===== config.mk =====
export PLATFORM = sky130hd
export DESIGN_NAME = ram_burst_reader
export DESIGN_NICKNAME = d
export VERILOG_FILES = /design/src/rtl/ram_burst_reader.sv
export SDC_FILE = /design/constraint.sdc
export NUM_CORES = 1
export LEC_CHECK = 0
export ABC_AREA = 1
export CORE_ASPECT_RATIO = 1.5
export CORE_MARGIN = 4
export CORE_UTILIZATION = 48
export DETAILED_ROUTE_END_ITERATION = 7
export PLACE_DENSITY = 0.72
export RECOVER_POWER = 50
export SLEW_MARGIN = 20
export SYNTH_ARGS = -nofsm -noshare
export SYNTH_HDL_FRONTEND = slang
export SYNTH_SLANG_ARGS = --single-unit

===== constraint.sdc =====
create_clock -name clk -period 1.7 [get_ports clk]
set_input_delay 0.17 -clock clk [delete_from_list [all_inputs] [get_ports clk]]
set_output_delay 0.17 -clock clk [all_outputs]
set_load 0.05 [all_outputs]

===== src/rtl/ram_burst_reader.sv =====
// Small first-word-fall-through FIFO used as the output buffer of the burst reader.
// Latency: a push is visible at the head on the cycle after the push edge.
// Backpressure: none internally; the caller must not push when full or pop when empty.
module ram_burst_fifo #(
    parameter int W      = 33,
    parameter int DEPTH  = 4,
    localparam int AW    = $clog2(DEPTH)
) (
    input  logic          clk,
    input  logic          rst_n,
    input  logic          push,
    input  logic [W-1:0]  push_dat,
    input  logic          pop,
    output logic [W-1:0]  head_dat,
    output logic [AW:0]   count
);

    logic [W-1:0]  mem [DEPTH];
    logic [AW-1:0] wr_ptr;
    logic [AW-1:0] rd_ptr;

    assign head_dat = mem[rd_ptr];

    always_ff @(posedge clk or negedge rst_n) begin
        if (!rst_n) begin
            for (int i = 0; i < DEPTH; i++) begin
                mem[i] <= '0;
            end
            wr_ptr <= '0;
            rd_ptr <= '0;
            count  <= '0;
        end else begin
            if (push) begin
                mem[wr_ptr] <= push_dat;
                wr_ptr      <= wr_ptr + 1'b1;
            end
            if (pop) begin
                rd_ptr <= rd_ptr + 1'b1;
            end
            case ({push, pop})
                2'b10:   count <= count + 1'b1;
                2'b01:   count <= count - 1'b1;
                default: count <= count;
            endcase
        end
    end

endmodule

// Streams a burst of words from a synchronous-read RAM port onto a valid/ready stream.
// Latency: first beat valid 2 edges after the start edge; one beat per cycle thereafter.
// Backpressure: m_ready low fills the 4-entry FIFO, after which address issue stalls.
module ram_burst_reader (
    input  logic        clk,
    input  logic        rst_n,
    input  logic        start,
    input  logic [13:0] base_addr,
    input  logic [14:0] length,
    output logic        busy,
    output logic        done,
    output logic [13:0] ram_addr,
    output logic        ram_we,
    output logic [31:0] ram_din,
    input  logic [31:0] ram_rdata,
    output logic [31:0] m_data,
    output logic        m_valid,
    input  logic        m_ready,
    output logic        m_last
);

    typedef enum logic [1:0] {
        IDLE  = 2'd0,
        READ  = 2'd1,
        DRAIN = 2'd2
    } state_t;

    state_t      state;
    logic [14:0] remaining;
    logic        rd_vld;
    logic        rd_last;
    logic        issue;
    logic        pop;
    logic [2:0]  fifo_cnt;
    logic [32:0] head_dat;

    assign ram_we  = 1'b0;
    assign ram_din = 32'd0;

    // A read is in flight for exactly one cycle, so FIFO space is reserved for it up front.
    assign issue = (state == READ) && (({1'b0, fifo_cnt} + {3'b000, rd_vld}) < 4'd4);

    assign m_valid = (fifo_cnt != 3'd0);
    assign m_data  = head_dat[31:0];
    assign m_last  = head_dat[32] & m_valid;
    assign pop     = m_valid & m_ready;

    ram_burst_fifo #(
        .W     (33),
        .DEPTH (4)
    ) u_fifo (
        .clk      (clk),
        .rst_n    (rst_n),
        .push     (rd_vld),
        .push_dat ({rd_last, ram_rdata}),
        .pop      (pop),
        .head_dat (head_dat),
        .count    (fifo_cnt)
    );

    always_ff @(posedge clk or negedge rst_n) begin
        if (!rst_n) begin
            state     <= IDLE;
            ram_addr  <= '0;
            remaining <= '0;
            rd_vld    <= 1'b0;
            rd_last   <= 1'b0;
            busy      <= 1'b0;
            done      <= 1'b0;
        end else begin
            done    <= 1'b0;
            rd_vld  <= issue;
            rd_last <= issue && (remaining == 15'd1);
            case (state)
                IDLE: begin
                    if (start) begin
                        if (length != 15'd0) begin
                            state     <= READ;
                            ram_addr  <= base_addr;
                            remaining <= length;
                            busy      <= 1'b1;
                        end else begin
                            done <= 1'b1;
                        end
                    end
                end
                READ: begin
                    if (issue) begin
                        ram_addr  <= ram_addr + 14'd1;
                        remaining <= remaining - 15'd1;
                        if (remaining == 15'd1) begin
                            state <= DRAIN;
                        end
                    end
                end
                DRAIN: begin
                    if (pop && m_last) begin
                        state <= IDLE;
                        busy  <= 1'b0;
                        done  <= 1'b1;
                    end
                end
                default: begin
                    state <= IDLE;
                    busy  <= 1'b0;
                end
            endcase
        end
    end

endmodule


Yosys cells after proc, flatten, opt, wreduce, memory -nomap -nowiden. Index checks and enable logic that the tools add are counted.

Eq/ne operators: 10. Add/sub/neg operators: 7. Reductions and logical operators: 12. Order comparisons: 4. Multiplexer cells: 29. Bitwise operators: 5.

Operator list (number): 132-bit bitwise mux (1); 33-bit 2-to-1 mux (3); 33-bit binary-select mux with 2-bit select (1); 33-bit demux with 2-bit select (1); 15-bit 2-to-1 mux (3); 14-bit 2-to-1 mux (3); 15-bit one-hot mux with 2 select lines (1); 14-bit one-hot mux with 2 select lines (1); 15-bit by 1-bit == test with 1-bit output, second input constant (1); 15-bit nonzero test (1); 15-bit by 1-bit subtractor with 15-bit output, second input constant (1); 14-bit by 1-bit adder with 14-bit output, second input constant (1); 2-bit 2-to-1 mux (5); 2-bit inequality test, second input constant (4); 4-bit AND reduction (2); 3-bit greater-or-equal comparator, second input constant (2); 1-bit 2-to-1 mux (6); 2-bit NOT with 3-bit output (2); 2-bit one-hot mux with 3 select lines (1); 3-bit one-hot mux with 2 select lines (1); 5-bit AND reduction (1); 2-bit by 1-bit adder with 2-bit output, second input constant (2); 3-bit by 1-bit adder with 4-bit output (1); 2-bit by 1-bit == test with 1-bit output, second input constant (2); 14 further kinds (20).

Output and inout bits: 83. Logic and storage cells: 81. Register bits: 174.

Logic depth before layout (Yosys ltp).
Depth in word-level cells: 8. Gate-level depth with buffers: 10. Gate-level depth less buffers: 10.

Hierarchy. From an unflattened synthesis, not the netlist that was laid out.

Cell total of the unflattened synthesis: 1252. Area, all modules: 9603.0 um^2.

By module, submodules not included: ram_burst_fifo (times used 1, cells each 817, area each 6889.1 um^2, seq. area each 3478.3 um^2); ram_burst_reader (times used 1, cells each 435, area each 2713.9 um^2, seq. area each 875.8 um^2).

Worst setup path before layout. OpenSTA, ideal clock, no wires.

Path type: reg-to-output. From: register u_fifo.count[0]. To: output port m_last. Buffers on the path: 0. Slack: -555 ps. Required time: 1530 ps. Arrival time: 2085 ps. Cell stages (with the launch flop): 4. Cell sequence: dfrtp_1 inv_1 nand3_1 a21boi_0.

Word-level cells in the longest chain between the ends: 2.

RTL lines: start, declared (RTL line 15) `output logic [AW:0] count`; start signal, assigned (RTL line 41) `2'b10: count <= count + 1'b1;`; start signal, assigned (RTL line 42) `2'b01: count <= count - 1'b1;`; start signal, assigned (RTL line 43) `default: count <= count;`; 3-bit nonzero test (RTL line 92) `assign m_valid = (fifo_cnt != 3'd0);`; via m_valid (RTL line 66) `output logic m_valid,`; 1-bit AND (RTL line 94) `assign m_last = head_dat[32] & m_valid;`; end, declared (RTL line 68) `output logic m_last`.

The timed path passes the listed nets, and every way through them passes these cells.

Final worst setup path.
From: register u_fifo.rd_ptr[0]. To: output port m_data[31].

Word-level cells in the longest chain between the ends: 4.

RTL lines: start, declared (RTL line 20) `logic [AW-1:0] rd_ptr;`; start signal, assigned (RTL line 38) `rd_ptr <= rd_ptr + 1'b1;`; 2-bit NOT with 3-bit output (implied by the code) (RTL line 22) `assign head_dat = mem[rd_ptr];`; 33-bit binary-select mux with 2-bit select (RTL line 22); 33-bit 2-to-1 mux (implied by the code) (2 in series) (RTL line 22); end, declared (RTL line 65) `output logic [31:0] m_data,`.

Every way passes these cells. The select of a mux whose other input is x is not followed.

==> Flow_metrics.wiki <==
{| class="wikitable"
! Metric !! Value
|-
| TritonCTS clock tree || built
|-
| Initial antenna violation count || 0
|-
| Fin Clk Skew || approximately 0.012 ns
|-
| Maximum buffer depth of the clock tree || 2
|-
| Count of mapped cells out of synthesis || 1122
|-
| Outcome || complete, but fails checks
|-
| HPWL after DPL || 14300 microns
|-
| Max-slew violation count || 0
|-
| Fillers || 1441
|-
| CTS sink count || roughly 170
|-
| Worst setup path class || reg -> out
|-
| Highest Clock Rate || 0.523 GHz
|-
| Count of buffers inserted at the top-level ports || 114
|-
| First-pass iteration count of the detailed router || 5
|-
| Maximum number of pins on one net before global-route repair || 67
|-
| Share of cells above drive strength 1 || 0.169
|-
| Number of antenna-violating nets in the routed design || 0
|-
| H-tree lvl count || 4
|-
| Count of synthesis-stage warnings from yosys || 0
|-
| Terminating pin of the worst hold path || u_fifo.mem[8]$_DFFE_PN0P_
|-
| Via count of the first global-routing pass || between 7000 and 8000
|-
| Unique cell type count in the Yosys netlist || 33
|-
| Final-report hold violation count || 0
|-
| First-pass GRT wire length || approximately 37000 microns
|-
| Final min period || approximately 1.9 ns
|-
| CP max FO || 21
|-
| Post-synthesis sequential element count || about 170
|-
| Sequential cell area in the final layout || approximately 4400 sq um
|-
| Final worst setup slack || -0.212 ns
|-
| Routed wire length || approximately 23000 microns
|-
| Floorplan die area || ~20000 sq um
|-
| Startpoint of the most critical hold path || ram_rdata[8]
|-
| Leading cell type by number of instances after synthesis || sky130_fd_sc_hd__nand2_1
|-
| Ranking of synthesized cells by instance count || sky130_fd_sc_hd__nand2_1 (314), sky130_fd_sc_hd__o21ai_0 (218), sky130_fd_sc_hd__dfrtp_1 (174)
|-
| DRC || 0
|-
| Top cells by area in the synthesized netlist || sky130_fd_sc_hd__dfrtp_1 (50%), sky130_fd_sc_hd__nand2_1 (14%), sky130_fd_sc_hd__o21ai_0 (13%), sky130_fd_sc_hd__nor2_1 (5.0%), sky130_fd_sc_hd__inv_1 (3.5%)
|-
| Post-place instance area || approximately 11000 sq um
|-
| Crit path capture type || primary output
|-
| Relative slew margins || 0.208
|-
| DR vias || 7881
|-
| Total routing usage reported by global routing || 0.220
|-
| Prevailing post-synth register cell || sky130_fd_sc_hd__dfrtp_1
|-
| Worst Reg2Reg Path Length in Cells || 10
|-
| CP required || around 1.5 ns
|-
| Area of the multi-input gates || ~4200 sq um
|-
| Max-Cap Viols || 0
|-
| I/O pin count || 148
|-
| Effective utilization at floorplan || 0.487
|-
| Routed wire length per instance || 15.6 microns
|-
| Endpoint of the lowest-slack register-to-register path || u_fifo.count[2]$_DFFE_PN0P_
|-
| Buffer type at the clock tree root || sky130_fd_sc_hd__clkbuf_16
|-
| Worst-Skew Late Latency || ~0.43 ns
|-
| Final setup violation count || 33
|-
| Number of buffers added by the clock tree synthesis step || 17
|-
| Area leader, netlist || sky130_fd_sc_hd__dfrtp_1
|-
| Seq/Total Area, Yosys || 0.501
|-
| Final net count || 1312
|-
| Data arrival, critical path || 1.74 ns
|-
| Launching element type of the critical path || flip-flop
|-
| Violated checks || negative setup slack
|-
| Worst Hold Slack || 0.355 ns
|-
| Initial DRC count || 630
|-
| Cell area after layout || 11700 sq um
|-
| Weighted congestion at the end of routability-driven global placement || ~0.89
|-
| Die boundary width || roughly 120 microns
|-
| Clock Pin Slew Worst Setup and Hold Paths || 0.07 ns
|-
| Grt ovf || 0
|-
| Synth top area share || 0.501
|-
| Mean cell area of the mapped netlist || about 7.8 sq um
|-
| Chip Height || ~170 microns
|-
| Start of the worst register-to-register path || u_fifo.count[1]$_DFFE_PN0P_
|-
| Detailed-route vias per instance || around 5.4
|-
| Worst reg-to-reg setup slack || about 0.03 ns
|-
| P&R area growth vs syn || 34.9%
|-
| Class of the tightest hold or removal check || in -> reg
|-
| Summed instance area of the synthesized netlist || 8700 sq um
|-
| Number of antenna repair diodes || 0
|-
| Core footprint || 17900 sq um
|-
| Crit share post-route || 1.12
|-
| Transition at the pin with the smallest max-transition slack || roughly 1.2 ns
|-
| Instance count along the most critical hold path || 3
|-
| Site row count || 60
|-
| FFs w/ async S/R, synth || 1.00
|-
| Unrepaired setup endpoints after global routing || true
|-
| Number of enable flip-flop cells after synthesis || 0
|}
[registers in the layout, summed over array words and instances, names as in the netlist]
register	flops
u_fifo.count	3
done	1
u_fifo.rd_ptr	2
rd_last	1
u_fifo.wr_ptr	2
remaining	15
state	2
busy	1
rd_vld	1
ram_addr	14
u_fifo.mem	132
[cells by family after synthesis]
family / synth area share
buffers and inverters: 0.0941
xor gates and xnor gates: 0.00403
and+or+nand+nor: 0.230
adders and majority gates: 0.0138
DFF: 0.501
other: 0.000431
AOI/OAI and AO/OA: 0.158
[metrics by stage]
stage / std cells / setup WS (ns) / utilization / setup TNS, ns
global placement: 1427 / -0.106 / 0.610 / -0.114
floorplan: 1154 / -0.0107 / - / -0.0107
global route: 1468 / -0.275 / 0.657 / -13.86
detailed placement: 1427 / -0.111 / 0.610 / -0.975
CTS: 1463 / -0.202 / 0.646 / -5.72
finish: 1468 / -0.212 / 0.657 / -5.07
[layout make-up]
| cell class | count | area share |
|---|---|---|
| Sequential cell | 174 | 0.371 |
| Multi-Input combinational cell | 806 | 0.360 |
| Clock buffer | 17 | 0.0362 |
| Tap cell | 217 | 0.0231 |
| Timing Repair Buffer | 155 | 0.169 |
| Inverter | 84 | 0.0277 |
| Clock inverter | 15 | 0.0123 |
[per-layer routing]
| metal | share of wire | track usage | vias to the layer above |
|---|---|---|---|
| li1 | - | - | 3809 |
| met1 | 0.40 | 0.273 | 3809 |
| met2 | 0.53 | 0.380 | 221 |
| met3 | 0.044 | 0.0425 | 42 |
| met4 | 0.023 | 0.0831 | 0 |
| met5 | 0 | 0 | - |
[cell usage in the layout (no fill, tap or decap), drive strengths merged]
cell	n
nand2	315
o21ai	224
dfrtp	174
nor2	120
inv	92
buf	83
clkdlybuf4s50	63
nand3	49
conb	33
o22ai	32
clkbuf	25
ha	8
nand4	7
clkinv	6
or2	3
xor2	3
nand3b	2
o21bai	2
a21oi	2
a31oi	1
nor3	1
a21boi	1
xnor2	1
and2	1
fa	1
clkinvlp	1
dlygate4sd3	1
[worst max-delay path by stage]
stage                                  endpoint                    startpoint
floorplan           u_fifo.count[2]$_DFFE_PN0P_   u_fifo.count[0]$_DFFE_PN0P_
global placement    u_fifo.count[2]$_DFFE_PN0P_                       m_ready
detailed placement  u_fifo.count[2]$_DFFE_PN0P_                       m_ready
CTS                                      m_last  u_fifo.rd_ptr[0]$_DFFE_PN0P_
global route                             m_last  u_fifo.rd_ptr[0]$_DFFE_PN0P_
finish                               m_data[31]  u_fifo.rd_ptr[0]$_DFFE_PN0P_
[critical path, stage by stage, from the launching register on]
cell	delay [ns]
sky130_fd_sc_hd__dfrtp_2	0.49
sky130_fd_sc_hd__inv_8	0.14
sky130_fd_sc_hd__buf_12	0.18
sky130_fd_sc_hd__nor2_1	0.09
sky130_fd_sc_hd__o22ai_4	0.23
sky130_fd_sc_hd__buf_12	0.17
[what timing repair did]
item | in CTS | in global routing
hold endpoints to repair | 43 | 0
resized for setup | 54 | 53
pin swaps | 3 | 5
cloned | 3 | 4
buffers inserted | 0 | 1
hold buffers | 1 | 0
setup endpoints to repair | 39 | 63
Power is left out: the tool's default activity adds up to more than one toggle a clock period on the data nets, which glitch-free logic cannot reach.
==> RTL edit 1, RTL diff (config.mk and constraints unchanged) <==
Encoding of `state_t`: now one-hot (3 bits for 3 states).
--- a/src/rtl/ram_burst_reader.sv
+++ b/src/rtl/ram_burst_reader.sv
@@ -70,6 +70,6 @@
 
-    typedef enum logic [1:0] {
-        IDLE  = 2'd0,
-        READ  = 2'd1,
-        DRAIN = 2'd2
+    typedef enum logic [2:0] {
+        IDLE  = 3'b001,
+        READ  = 3'b010,
+        DRAIN = 3'b100
     } state_t;
Function: no difference found for any inputs over 4 cycles, from zero or initial values and one cycle with rst_n low; so few cycles prove little.
==> RTL edit 1 against the unedited design <==
The run ends with capacitance limit, setup timing left; area after synthesis is 0.16% lower; cell count down 0.54%; sequential cell count grew 1; setup slack gained 57 ps; design area shrank 0.47%; wire length fell by 4.1%; utilization is 0.31 points lower; critical path type unchanged.
==> RTL edit 1: results (changes against the unedited design) <==
dpl cell area 10830 sq um (-0.60%); Post-Syn Instances 1114 (-0.71%); DR iter-0 viols 622 (-1.3%); Worst Tran Pin Value 1496 ps (+308.4 ps); main area contributors after synthesis dfrtp_1, nand2_1, o21ai_0, nor2_1, inv_1; HP Class in2reg; violated checks capacitance limit, setup timing; Distinct cells, synth 30 (-9.1%); maxcap violations 1 (+1); initial antenna violation count 1 (+1); Final setup viols 34 (+3.0%); Final Non-Filler Cells 1460 (-0.54%); Setup Skew 11.68 ps (-0.1866 ps); dpl hpwl 14.92 mm (+4.4%); clock-pin slew on the worst setup and hold paths 60 ps; CTS Buf Count 17 (unchanged); worst setup path start u_fifo.rd_ptr[0]$_DFFE_PN0P_; CP Max Fanout 19 (-9.5%); total power 28.27 mW; IO Port Bufs 114 (unchanged); Via Count 7782 (-1.3%); Sum Neg Setup Slack -4073 ps (+998.2 ps); Final nets 1305 (-0.53%); Routed WL 21.96 mm (-4.1%); hold path startpoint ram_rdata[21]; biggest regs u_fifo.mem: 132 flops, remaining: 15 flops, ram_addr: 14 flops; number of cells on the worst reg-to-reg path 8 (-2); vias in the first global route 7663 (+1.5%); pre-CTS WS -152.4 ps (-41.78 ps); share of cells above drive strength 1 18.18% (+1.3 points); reg2reg start u_fifo.count[0]$_DFFE_PN0P_; Arrival @ worst endpoint 1690 ps (-50 ps); sequential share of the synthesized area 50.43% (+0.38 points); Worst IR Drop VDD 0.0009203 V; largest net degree at the start of global routing 55 (-18%); ys flop type dfrtp_1; synth cell count leaders nand2_1, o21ai_0, dfrtp_1; placed instance count 1424 (-0.21%); total track usage 21.80% (-0.17 points); Comb power 16.8 mW; # H-tree levels 4 (unchanged); drt first pass iters 5 (unchanged); setup ws final -155.4 ps (+57.10 ps); clock buffer depth 2 (unchanged); global-route wire length before repair 36.55 mm (-1.2%); status finished, violations left; GP Congestion 0.8552 (-4.2%)
RTL edit 1: final timing paths:
| path | to | slack, ps |
|---|---|---|
| min in group asynchronous | u_fifo.mem[1]$_DFFE_PN0P_ | 660 |
| worst min register to register | u_fifo.mem[84]$_DFFE_PN0P_ | 480 |
| worst min-delay path | u_fifo.mem[87]$_DFFE_PN0P_ | 370 |
| worst max-delay path | m_data[25] | -160 |
| worst max register to register | u_fifo.count[2]$_DFFE_PN0P_ | -40 |
| max in group asynchronous | u_fifo.rd_ptr[0]$_DFFE_PN0P_ | 80 |
RTL edit 1: worst max-delay path, stage by stage, from the launching register on:
cell and delay, ps:
dfrtp_2 450, clkinv_4 120, buf_12 180, o21ai_1 240, o22ai_4 110, buf_12 160
RTL edit 1: metal layers:
layer	global-route usage, %	vias to the layer above	wire [microns]
met1	24.96	3774	8522
li1	-	3777	-
met3	5.170	35	979
met4	6.504	2	429
met5	0	-	13
met2	40.17	194	12010
RTL edit 1: area by class of cell:
cell class                      instances  area (sq um)
Inverter                               77         301.5
Clock buffer                           22         484.2
Multi-Input combinational cell        801          4252
Fill cell                            1527          6185
Timing Repair Buffer                  159          1881
Sequential cell                       175          4384
Tap cell                              217         271.5
Clock inverter                          9         108.9
RTL edit 1: timing repair:
item                                    CTS  global route
gates resized for setup                  85            49
endpoints found under the setup margin   62            55
buffers inserted                          1             2
pin swaps                                 1             1
cloned                                    1             0
hold buffers                              1             0
hold endpoints to repair                 47             0
RTL edit 1: cells by family (layout without fill, tap and decap cells):
kind of cell | Yosys count | in the layout | synth area share (%)
compound gates | 268 | 268 | 15.98
xor+xnor | 9 | 9 | 0.9076
fa+ha+maj | 9 | 9 | 1.383
buf+inv | 170 | 267 | 9.061
flops | 175 | 175 | 50.43
other cells | 1 | 33 | 0.04317
simple gates | 482 | 482 | 22.20
==> RTL edit 2, RTL diff (same settings) <==
Without the edit above. Make the reset (`rst_n`) synchronous in 2 clocked blocks.
--- a/src/rtl/ram_burst_reader.sv
+++ b/src/rtl/ram_burst_reader.sv
@@ -23,3 +23,3 @@
 
-    always_ff @(posedge clk or negedge rst_n) begin
+    always_ff @(posedge clk) begin
         if (!rst_n) begin
@@ -109,3 +109,3 @@
 
-    always_ff @(posedge clk or negedge rst_n) begin
+    always_ff @(posedge clk) begin
         if (!rst_n) begin
Check against the original RTL: differs if rst_n is asserted again (counterexample within 4 cycles, from zero or initial values and one cycle with rst_n low); with rst_n held inactive, the same outputs for 4 cycles.
==> RTL edit 2 against the unedited design <==
The run still ends with setup timing left; fmax increased by 3.5%; setup slack improved by 64 ps; die area decreased by 0.77%; area after synthesis decreased by 0.82%; sequential cell count increased by 2; synthesized cell count decreased by 9.7%; design area decreased by 2.6%; first-iteration DRC count decreased by 39%; via count decreased by 8.5%; wire length decreased by 3.6%.
==> RTL edit 2: results (changes against the unedited design) <==
Hold Path End ram_addr[5]$_SDFFE_PN0P_; Final Hold Slack 387.0 ps (+32.39 ps); Via Count 7211 (-8.5%); reg2reg start u_fifo.count[1]$_SDFFE_PN0P_; setup ws final -148.6 ps (+63.87 ps); GP Congestion 0.8635 (-3.3%); Critical Path Slowest Stage Cell dfxtp_4; number of fill cells in the layout 1404 (-2.6%); hold path startpoint base_addr[5]; Async SR Flop Fraction 0% (-100 points); max incr delay on CP 400 ps (-90 ps); vias in the first global route 6895 (-8.7%); Sum Neg Setup Slack -1661 ps (+3411 ps); clock-pin slew on the worst setup and hold paths 80 ps; Worst R2R End u_fifo.count[1]$_SDFFE_PN0P_; Top delay family on crit path buffers and inverters; met3 Use GR 3.927% (-0.33 points); global-route wire length before repair 33.62 mm (-9.1%); Routed WL 22.07 mm (-3.6%); Arrival @ worst endpoint 1680 ps (-60 ps); Clk pwr share 30.0%; wl on met1 8.311 mm (-9.9%); Slew HR 41.94% (+21 points); met3 WL 1.349 mm (+35%); violated checks setup timing; WHS Path Cells 5 (+2); r2r setup slk 60 ps (+30 ps); main area contributors after synthesis edfxtp_1, nor2_1, dfxtp_1, o21ai_0, nand2_1; Setup Skew 18.79 ps (+6.930 ps); placed instance count 1334 (-6.5%); sequential share of the synthesized area 56.15% (+6.1 points); net switching power 4.900 mW; Final nets 1224 (-6.7%); status finished, violations left; Post-Syn Instances 1013 (-9.7%); largest net degree at the start of global routing 39 (-42%); Final Non-Filler Cells 1380 (-6.0%); CP Max Fanout 5 (-76%); number of cells on the worst reg-to-reg path 8 (-2); total track usage 20.77% (-1.2 points); drt first pass iters 5 (unchanged); Flop pwr share 37.8%; Distinct cells, synth 36 (+9.1%); global routing met2 resource utilization 40.33% (+2.3 points); DR WL met2 11.95 mm (-1.6%); share of cells above drive strength 1 19.19% (+2.3 points); Post-synth EDFFs 132 (+132); Worst setup endpoint m_data[20]; Final setup viols 28 (-15%); Global Route met1 Usage 22.78% (-4.5 points); DR iter-0 viols 387 (-39%); pre-CTS WS -216.3 ps (-105.6 ps); synth cell count leaders nor2_1, edfxtp_1, nand2_1; dpl hpwl 13.72 mm (-4.1%)
## RTL edit 2: cell types whose count changed after synthesis, moves of 44 or more
cell      before  now
o21ai_0      218  101
nand2_1      314  122
dfrtp_1      174    0
edfxtp_1       0  132
nor2_1       115  272
dfxtp_1        0   44
## RTL edit 2: cells by family after synthesis
kind of cell	synth area share [%]
AND/OR/NAND/NOR	21.66
buffers and inverters	10.14
AO/OA/AOI/OAI	11.19
flip-flops	56.15
adder cells (fa/ha/maj)	0.8121
other	0.04346
## RTL edit 2: timing repair
action | CTS | global route
setup endpoints to repair | 34 | 35
pin swaps | 0 | 11
buffers inserted | 1 | 4
cloned | 1 | 8
gates resized for setup | 91 | 71
## RTL edit 2: final cells by class
type                    instances  area (sq um)  share of cell area (%)
well taps                     213         266.5                   2.332
flip-flops and latches        176          4855                   42.48
inverters                     111         432.9                   3.788
multi-input cells             678          3447                   30.17
clock buffers                  17         425.4                   3.723
repair buffers                170          1805                   15.80
clock inverters                15         195.2                   1.708
